$ cat src/rtl/led_blink_driver_if.sv
// Signal bundle between core logic and the LED blink driver.
// The master side (core logic) drives the requests; the slave side is the driver.
interface led_blink_driver_if #(
    parameter int unsigned PEND_W = 4
);
    logic              event_pulse;
    logic              level_in;
    logic              led;
    logic              busy;
    logic              blink_done;
    logic [PEND_W-1:0] pending;
    logic              overflow;

    modport master (
        output event_pulse,
        output level_in,
        input  led,
        input  busy,
        input  blink_done,
        input  pending,
        input  overflow
    );

    modport slave (
        input  event_pulse,
        input  level_in,
        output led,
        output busy,
        output blink_done,
        output pending,
        output overflow
    );
endinterface

$ cat src/rtl/led_blink_driver.sv
// Turns single-cycle event pulses into timed LED blinks (inverted ON phase,
// level OFF gap), queueing events that arrive mid-blink in a saturating counter.
module led_blink_driver #(
    parameter int unsigned ON_CYCLES  = 50000,
    parameter int unsigned OFF_CYCLES = 50000,
    parameter int unsigned CNT_W      = 18,
    parameter int unsigned PEND_W     = 4
) (
    input  logic                clock,
    input  logic                reset,
    led_blink_driver_if.slave   bus
);

    typedef enum logic [1:0] {
        ST_IDLE = 2'd0,
        ST_ON   = 2'd1,
        ST_OFF  = 2'd2
    } state_t;

    localparam logic [CNT_W-1:0]  ON_LAST   = CNT_W'(ON_CYCLES - 1);
    localparam logic [CNT_W-1:0]  OFF_LAST  = CNT_W'(OFF_CYCLES - 1);
    localparam logic [PEND_W-1:0] PEND_MAX  = '1;

    state_t            r_state;
    logic [CNT_W-1:0]  r_timer;
    logic              r_led;
    logic              r_busy;
    logic              r_done;
    logic [PEND_W-1:0] r_pending;
    logic              r_overflow;

    state_t            w_state_n;
    logic [CNT_W-1:0]  w_timer_n;
    logic              w_led_n;
    logic              w_done_n;
    logic [PEND_W-1:0] w_pend_n;
    logic              w_ovf_n;
    logic              w_inc;
    logic              w_dec;

    always_comb begin
        w_state_n = r_state;
        w_timer_n = '0;
        w_done_n  = 1'b0;
        w_pend_n  = r_pending;
        w_ovf_n   = r_overflow;
        w_inc     = 1'b0;
        w_dec     = 1'b0;

        case (r_state)
            ST_IDLE: begin
                if (bus.event_pulse) begin
                    w_state_n = ST_ON;
                end
            end
            ST_ON: begin
                w_inc = bus.event_pulse;
                if (r_timer == ON_LAST) begin
                    w_state_n = ST_OFF;
                end else begin
                    w_timer_n = r_timer + CNT_W'(1);
                end
            end
            ST_OFF: begin
                if (r_timer == OFF_LAST) begin
                    w_done_n = 1'b1;
                    // A queued blink takes priority; a same-cycle event then
                    // refills the slot. With an empty queue the event restarts directly.
                    if (r_pending != '0) begin
                        w_dec     = 1'b1;
                        w_inc     = bus.event_pulse;
                        w_state_n = ST_ON;
                    end else if (bus.event_pulse) begin
                        w_state_n = ST_ON;
                    end else begin
                        w_state_n = ST_IDLE;
                    end
                end else begin
                    w_inc     = bus.event_pulse;
                    w_timer_n = r_timer + CNT_W'(1);
                end
            end
            default: begin
                w_state_n = ST_IDLE;
            end
        endcase

        if (w_inc && !w_dec) begin
            if (r_pending == PEND_MAX) begin
                w_ovf_n = 1'b1;
            end else begin
                w_pend_n = r_pending + PEND_W'(1);
            end
        end else if (w_dec && !w_inc) begin
            w_pend_n = r_pending - PEND_W'(1);
        end

        w_led_n = (w_state_n == ST_ON) ? ~bus.level_in : bus.level_in;
    end

    always_ff @(posedge clock) begin
        if (reset) begin
            r_state    <= ST_IDLE;
            r_timer    <= '0;
            r_led      <= 1'b0;
            r_busy     <= 1'b0;
            r_done     <= 1'b0;
            r_pending  <= '0;
            r_overflow <= 1'b0;
        end else begin
            r_state    <= w_state_n;
            r_timer    <= w_timer_n;
            r_led      <= w_led_n;
            r_busy     <= (w_state_n != ST_IDLE);
            r_done     <= w_done_n;
            r_pending  <= w_pend_n;
            r_overflow <= w_ovf_n;
        end
    end

    assign bus.led        = r_led;
    assign bus.busy       = r_busy;
    assign bus.blink_done = r_done;
    assign bus.pending    = r_pending;
    assign bus.overflow   = r_overflow;

endmodule

$ cat src/flat_wrapper.sv
// flat-port wrapper written by rule: the top's interface ports become plain ports
module led_blink_driver_flat 
#(
    parameter int unsigned ON_CYCLES  = 50000,
    parameter int unsigned OFF_CYCLES = 50000,
    parameter int unsigned CNT_W      = 18,
    parameter int unsigned PEND_W     = 4
)
  (clock, reset, bus_event_pulse, bus_level_in, bus_led, bus_busy, bus_blink_done, bus_pending, bus_overflow);
  led_blink_driver_if #(.PEND_W(PEND_W)) bus_i ();
  input  logic clock;
  input  logic reset;
  input wire logic [$bits(bus_i.event_pulse)-1:0] bus_event_pulse;
  input wire logic [$bits(bus_i.level_in)-1:0] bus_level_in;
  output wire logic [$bits(bus_i.led)-1:0] bus_led;
  output wire logic [$bits(bus_i.busy)-1:0] bus_busy;
  output wire logic [$bits(bus_i.blink_done)-1:0] bus_blink_done;
  output wire logic [$bits(bus_i.pending)-1:0] bus_pending;
  output wire logic [$bits(bus_i.overflow)-1:0] bus_overflow;
  assign bus_i.event_pulse = bus_event_pulse;
  assign bus_i.level_in = bus_level_in;
  assign bus_led = bus_i.led;
  assign bus_busy = bus_i.busy;
  assign bus_blink_done = bus_i.blink_done;
  assign bus_pending = bus_i.pending;
  assign bus_overflow = bus_i.overflow;
  led_blink_driver #(.ON_CYCLES(ON_CYCLES), .OFF_CYCLES(OFF_CYCLES), .CNT_W(CNT_W), .PEND_W(PEND_W)) u_core (.clock(clock), .reset(reset), .bus(bus_i));
endmodule
$ cat config.mk
export PLATFORM = sky130hd
export DESIGN_NAME = led_blink_driver_flat
export DESIGN_NICKNAME = d
export VERILOG_FILES = /design/src/rtl/led_blink_driver_if.sv /design/src/rtl/led_blink_driver.sv /design/src/flat_wrapper.sv
export SDC_FILE = /design/constraint.sdc
export NUM_CORES = 1
export LEC_CHECK = 0
export BUFFER_PORTS_ARGS = -buffer_cell sky130_fd_sc_hd__buf_4
export CELL_PAD_IN_SITES_DETAIL_PLACEMENT = 0
export CELL_PAD_IN_SITES_GLOBAL_PLACEMENT = 2
export CORE_MARGIN = 2
export CORE_UTILIZATION = 36
export CTS_BUF_LIST = sky130_fd_sc_hd__clkbuf_8 sky130_fd_sc_hd__clkbuf_16
export DETAILED_ROUTE_END_ITERATION = 16
export GPL_ROUTABILITY_DRIVEN = 0
export HOLD_SLACK_MARGIN = 0.06
export PLACE_DENSITY = 0.73
export SYNTH_ARGS = -nofsm -noshare
export SYNTH_HDL_FRONTEND = slang
export SYNTH_SLANG_ARGS = --single-unit
$ cat constraint.sdc
create_clock -name clock -period 3.3 [get_ports clock]
set_input_delay 0.825 -clock clock [delete_from_list [all_inputs] [get_ports clock]]
set_output_delay 0.825 -clock clock [all_outputs]
set_load 0.01 [all_outputs]
==> results of run 1 <==
## worst max-delay path, cell delays in order, from the launching register on
cell	delay [ns]
dfxtp_1	0.42
inv_1	0.11
ha_1	0.35
nand3_1	0.13
a31oi_1	0.07
nor3_4	0.37
ha_1	0.30
a21o_1	0.18
a21oi_1	0.17
xnor2_1	0.16
a21oi_1	0.09
a31o_2	0.22
## final cells by class
type	instances	area (um^2)
clock buffer	3	41.3
clock inverter	1	30.0
tap	50	62.6
sequential	28	561
inverter	5	18.8
multi-input combinational	122	866
fill	400	2280
timing repair buffer	11	82.6
## synthesized netlist by cell type, types with 2 or more instances
cell type	number
a211oi_1	2
a21o_1	2
a21oi_1	5
and2_1	2
and2_2	2
and2b_1	2
and3_1	7
and3_2	2
dfxtp_1	28
ha_1	7
inv_1	5
nand2_1	5
nand3_1	8
nor2_1	28
nor2b_1	2
nor3_1	4
o21ai_0	2
xnor2_1	13
xor2_1	5
## layer usage
layer	wire, um	share of wire (%)	up-vias
li1	-	-	567
met1	1370	49	518
met2	1320	48	7
met3	69	2.5	2
met4	19	0.68	0
met5	0	0	-
## power breakdown
group / switching, mW / internal, mW / total [mW]
Combinational: 0.0318 / 0.0286 / 0.0605
Sequential: 0.00623 / 0.345 / 0.351
Clock: 0.106 / 0.162 / 0.269
Total: 0.145 / 0.535 / 0.680
## logic make-up after synthesis
| family | synth area share (%) |
|---|---|
| simple gates | 28.5 |
| flops | 38.3 |
| compound gates | 11.1 |
| xor+xnor | 10.8 |
| buf+inv | 2.56 |
| fa+ha+maj | 7.35 |
| mux | 1.45 |
## flip-flops by register name, indices dropped and copies added, names as in the netlist
register,cells
u_core.bus.overflow,1
u_core.r_state,2
u_core.bus.busy,1
u_core.bus.led,1
u_core.bus.pending,4
u_core.r_timer,18
u_core.bus.blink_done,1
## per-stage QoR
| step | std cells | util, % | hold slack, ns |
|---|---|---|---|
| final | 220 | 42.1 | 0.445 |
| after global routing | 220 | 42.1 | 0.498 |
| after CTS | 220 | 42.1 | 0.449 |
| after detailed placement | 216 | 40.3 | 0.435 |
| after global placement | 216 | 40.3 | 0.426 |
| after floorplan | 158 | - | 0.413 |
## how the worst min path moves through the flow
stage                           start                 to  slack (ns)  depth (start not counted)
detailed placement  u_core.r_timer[0]  u_core.r_timer[0]        0.44                          1
global route        u_core.r_timer[0]  u_core.r_timer[0]        0.50                          1
floorplan           u_core.r_timer[0]  u_core.r_timer[0]        0.41                          1
finish              u_core.r_timer[0]  u_core.r_timer[0]        0.45                          1
CTS                 u_core.r_timer[0]  u_core.r_timer[0]        0.45                          1
global placement    u_core.r_timer[0]  u_core.r_timer[0]        0.43                          1
==> reports/metrics.yaml, run 1 <==
clock_tree:
  ctsResizeCount: 0
  cts_hold_buf: 0
  htree_levels: 1
  cts_root_buf: "clkbuf_8"
  clock_latency_ns: 0.27
  cts_buffer_depth: 2
  cts_tree: "done"
  postCtsSetupRepairBufs: 0
  numCtsBuffers: 3
  path_clk_slew_ns: 0.10
  numClockSinks: 28
power_and_ir_drop:
  p_total_uw: 680
  powerDensity_nw_per_um2: 409
  peakVddDrop_v: 0.000164
  p_leak_nw: 0.629
timing:
  setup_tns_ns: 0
  finalSetupViolations: 0
  setup_ws_ns: 0.631
  clock_skew_ns: 0.00720
  min_period_ns: 2.67
  rsz0062_at_grt: "no"
  hold_viol_final: 0
  maxSlewHeadroom_pct: 51.9
  drv_slew: 0
  worst_pin_slew_ns: 0.720
  finalCritPeriodShare_pct: 80.9
  fmax_ghz: 0.375
placed_design:
  dp_hpwl_um: 2140
  numPortBuffers: 11
  dpl_cell_area_um2: 1590
  place_ws_ns: 0.562
synth:
  post_synth.cell_area_avg_um2: 9.27
  synthDistinctLibCells: 46
  synth_top_area_share_pct: 38.3
  netlist_instances: 158
  synth_ff_type: "dfxtp_1"
  yosys.area.top_type: "dfxtp_1"
  ys_seq_elements: 28
  syn-num-nets: 170
  async_flop_share_pct: 0
  synth_area_leaders: "dfxtp_1 (38%), xnor2_1 (7.8%), nor2_1 (7.2%)"
  yosys_warnings: 0
  ys_seq_area_share_pct: 38.3
  synth_edf_count: 0
  synth.cell_area_um2: 1460
global_route:
  gr-total-overflow: 0
  use_met2_pct: 23.9
  grt_pass1_vias: 1111
  grt_start_max_net_pins: 19
  met3_usage_pct: 2.50
  grt_use_total_pct: 13.9
  antenna_found_initial: 0
  busiest_layer: "met2"
  grt_pass1_wl_um: 4870
  gr-usage-met1_pct: 18.0
critical_path:
  start_kind: "flip-flop"
  worstPathArrival_ns: 2.84
  reg2reg_depth: 11
  endpoint: "u_core.bus.pending[3]"
  critPathLaunch: "u_core.r_state[0]"
  r2r-end: "u_core.bus.pending[3]"
  r2r_slack_ns: 0.63
  cp_max_fo: 6
  required_ns: 3.47
  end_kind: "flip-flop"
  r2r_start: "u_core.r_state[0]"
  critPathKind: "flip-flop to flip-flop"
layout:
  final_cell_mix: "nor2_1 (28), dfxtp_1 (28), xnor2_1 (13)"
  drive_above_1_share_pct: 16.5
  design_area_um2: 1660
  areaGrowthSynthToFinish_pct: 13.5
  nets: 183
  num_antenna_cells: 0
floorplan:
  die_w_um: 67.8
  start_util_pct: 37.1
  top_level_ports: 12
  coreArea_um2: 3940
  die_h_um: 67.8
  row_count: 23
  die-area_um2: 4590
detailed_routing:
  wl_per_cell_um: 12.6
  ant_nets: 0
  vias_per_cell: 4.97
  drt-total-wl_um: 2780
  via_count: 1094
  drc_errors: 0
  drtIter0Drc: 67
  drt_first_pass_iters: 3
min_path:
  hold_class: "flip-flop to flip-flop"
run_status:
  run_status: "finished, final reports clean"
run:
  maxCapViolations: 0
(Power assumes the default switching activity.)
==> run 2: changes to the inputs <==
- CORE_UTILIZATION: 36 -> 33
- PLACE_DENSITY: 0.73 -> 0.71
- clock period: 3.3 -> 2.4 ns (I/O delays scaled with it)
==> reports/metrics.yaml, run 2 (synthesized netlist as in run 1, its figures left out) <==
critical_path:
  r2r_start: "u_core.r_state[0]"
  required_ns: 2.57
  max_stage_delay_ns: 0.38
  critPathKind: "flip-flop to flip-flop"
  r2r_slack_ns: 0.13
  worstPathArrival_ns: 2.45
  cp_cell_sequence: "inv_2 -> ha_4 -> nand3_2 -> a31oi_4 -> nor3_4 -> ha_1 -> a21o_1 -> a21oi_2 -> xnor2_1 -> a21oi_1 -> a31o_2"
  start_kind: "flip-flop"
  cp_max_fo: 4
  end_kind: "flip-flop"
  r2r-end: "u_core.bus.pending[3]"
  reg2reg_depth: 11
  slowest_stage: "dfxtp_4"
  critPathLaunch: "u_core.r_state[0]"
detailed_routing:
  vias_per_cell: 4.82
  drt_first_pass_iters: 4
  ant_nets: 0
  via_count: 1122
  wl_per_cell_um: 12.3
  drc_errors: 0
  drtIter0Drc: 47
  drt-total-wl_um: 2870
min_path:
  hold_class: "flip-flop to flip-flop"
  hold_path_end: "u_core.r_timer[0]"
  min_from: "u_core.r_timer[0]"
  whs_path_depth: 1
global_route:
  grt_pass1_wl_um: 5050
  gr-total-overflow: 0
  grt_start_max_net_pins: 19
  grt_use_total_pct: 12.3
  antenna_found_initial: 0
  grt_pass1_vias: 1103
layout:
  num_antenna_cells: 0
  layout_commonest_cell: "nor2_1"
  top_register: "u_core.r_timer"
  areaGrowthSynthToFinish_pct: 23.3
  fill_cells: 453
  nets: 194
  final_core_util_pct: 41.8
  final_cells: 233
  largest_reg_flops: 18
  drive_above_1_share_pct: 29.3
  design_area_um2: 1810
  final_cell_mix: "nor2_1 (28), dfxtp_1 (24), buf_4 (22)"
floorplan:
  die_w_um: 70.6
  coreArea_um2: 4320
  die-area_um2: 4990
  start_util_pct: 33.9
  row_count: 24
  die_h_um: 70.6
  top_level_ports: 12
power_and_ir_drop:
  p_leak_nw: 0.688
  powerDensity_nw_per_um2: 527
  peakVddDrop_v: 0.000191
  p_total_uw: 952
timing:
  maxSlewHeadroom_pct: 74.7
  min_period_ns: 2.27
  setup_tns_ns: 0
  clock_skew_ns: 0.00469
  finalHoldWorstSlack_ns: 0.443
  worst_pin_slew_ns: 0.376
  drv_slew: 0
  hold_viol_final: 0
  finalCritPeriodShare_pct: 94.7
  setup_ws_ns: 0.127
  fmax_ghz: 0.440
  finalSetupViolations: 0
placed_design:
  dpl.cell_count: 227
  place_ws_ns: -0.0281
  dpl_cell_area_um2: 1660
  dp_hpwl_um: 2150
  numPortBuffers: 11
run_status:
  run_status: "finished, final reports clean"
clock_tree:
  clock_latency_ns: 0.27
  cts_hold_buf: 0
  cts_buffer_depth: 2
  cts_root_buf: "clkbuf_8"
  htree_levels: 1
  path_clk_slew_ns: 0.09
  numCtsBuffers: 3
  numClockSinks: 28
  cts_tree: "done"
run:
  maxCapViolations: 0
-- run 2: changes by cell type in the layout (fill, tap and decap cells not counted), sizes merged --
cell / before / now
buf: 11 / 22
-- run 2: area by class of cell --
cell class	instances	area [um^2]	area share [%]
well taps	52	65.1	3.60
repair buffers	22	165	9.15
clock buffers	3	41.3	2.29
clock inverters	1	30.0	1.66
flip-flops and latches	28	571	31.6
multi-input cells	122	915	50.7
inverters	5	18.8	1.04
-- run 2: report_power, final --
part / internal (mW) / switching (mW)
Clock: 0.223 / 0.150
Combinational: 0.0503 / 0.0495
Sequential: 0.473 / 0.00615
Total: 0.746 / 0.205
-- run 2: metal layers --
layer / global-route usage, % / vias up / part of all wire (%)
li1: - / 596 / -
met1: 17.2 / 518 / 52
met2: 19.5 / 6 / 45
met3: 2.14 / 2 / 1.5
met4: 3.77 / 0 / 0.90
met5: 0 / - / 0
-- run 2: critical path, delay by kind of cell (launching register included) --
kind | cells | cell delay, ns
AO/OA/AOI/OAI | 5 | 0.83
XOR/XNOR | 1 | 0.15
adder cells (fa/ha/maj) | 2 | 0.57
buffers and inverters | 1 | 0.06
flip-flops | 1 | 0.38
AND/OR/NAND/NOR | 2 | 0.18
-- run 2: worst max-delay path by stage --
stage,endpoint,slack [ns],cells after the start
global placement,u_core.bus.pending[3],0.02,11
CTS,u_core.bus.pending[3],0.02,11
floorplan,u_core.bus.pending[3],0.01,11
finish,u_core.bus.pending[3],0.13,11
detailed placement,u_core.bus.pending[3],-0.03,11
global route,u_core.bus.pending[3],-0.001,10
-- run 2: repair_timing --
item / CTS / global route
resized for setup: 3 / 10
endpoints found under the setup margin: 1 / 1
gates cloned: 0 / 0
pin swaps: 0 / 4
setup buffers: 0 / 2
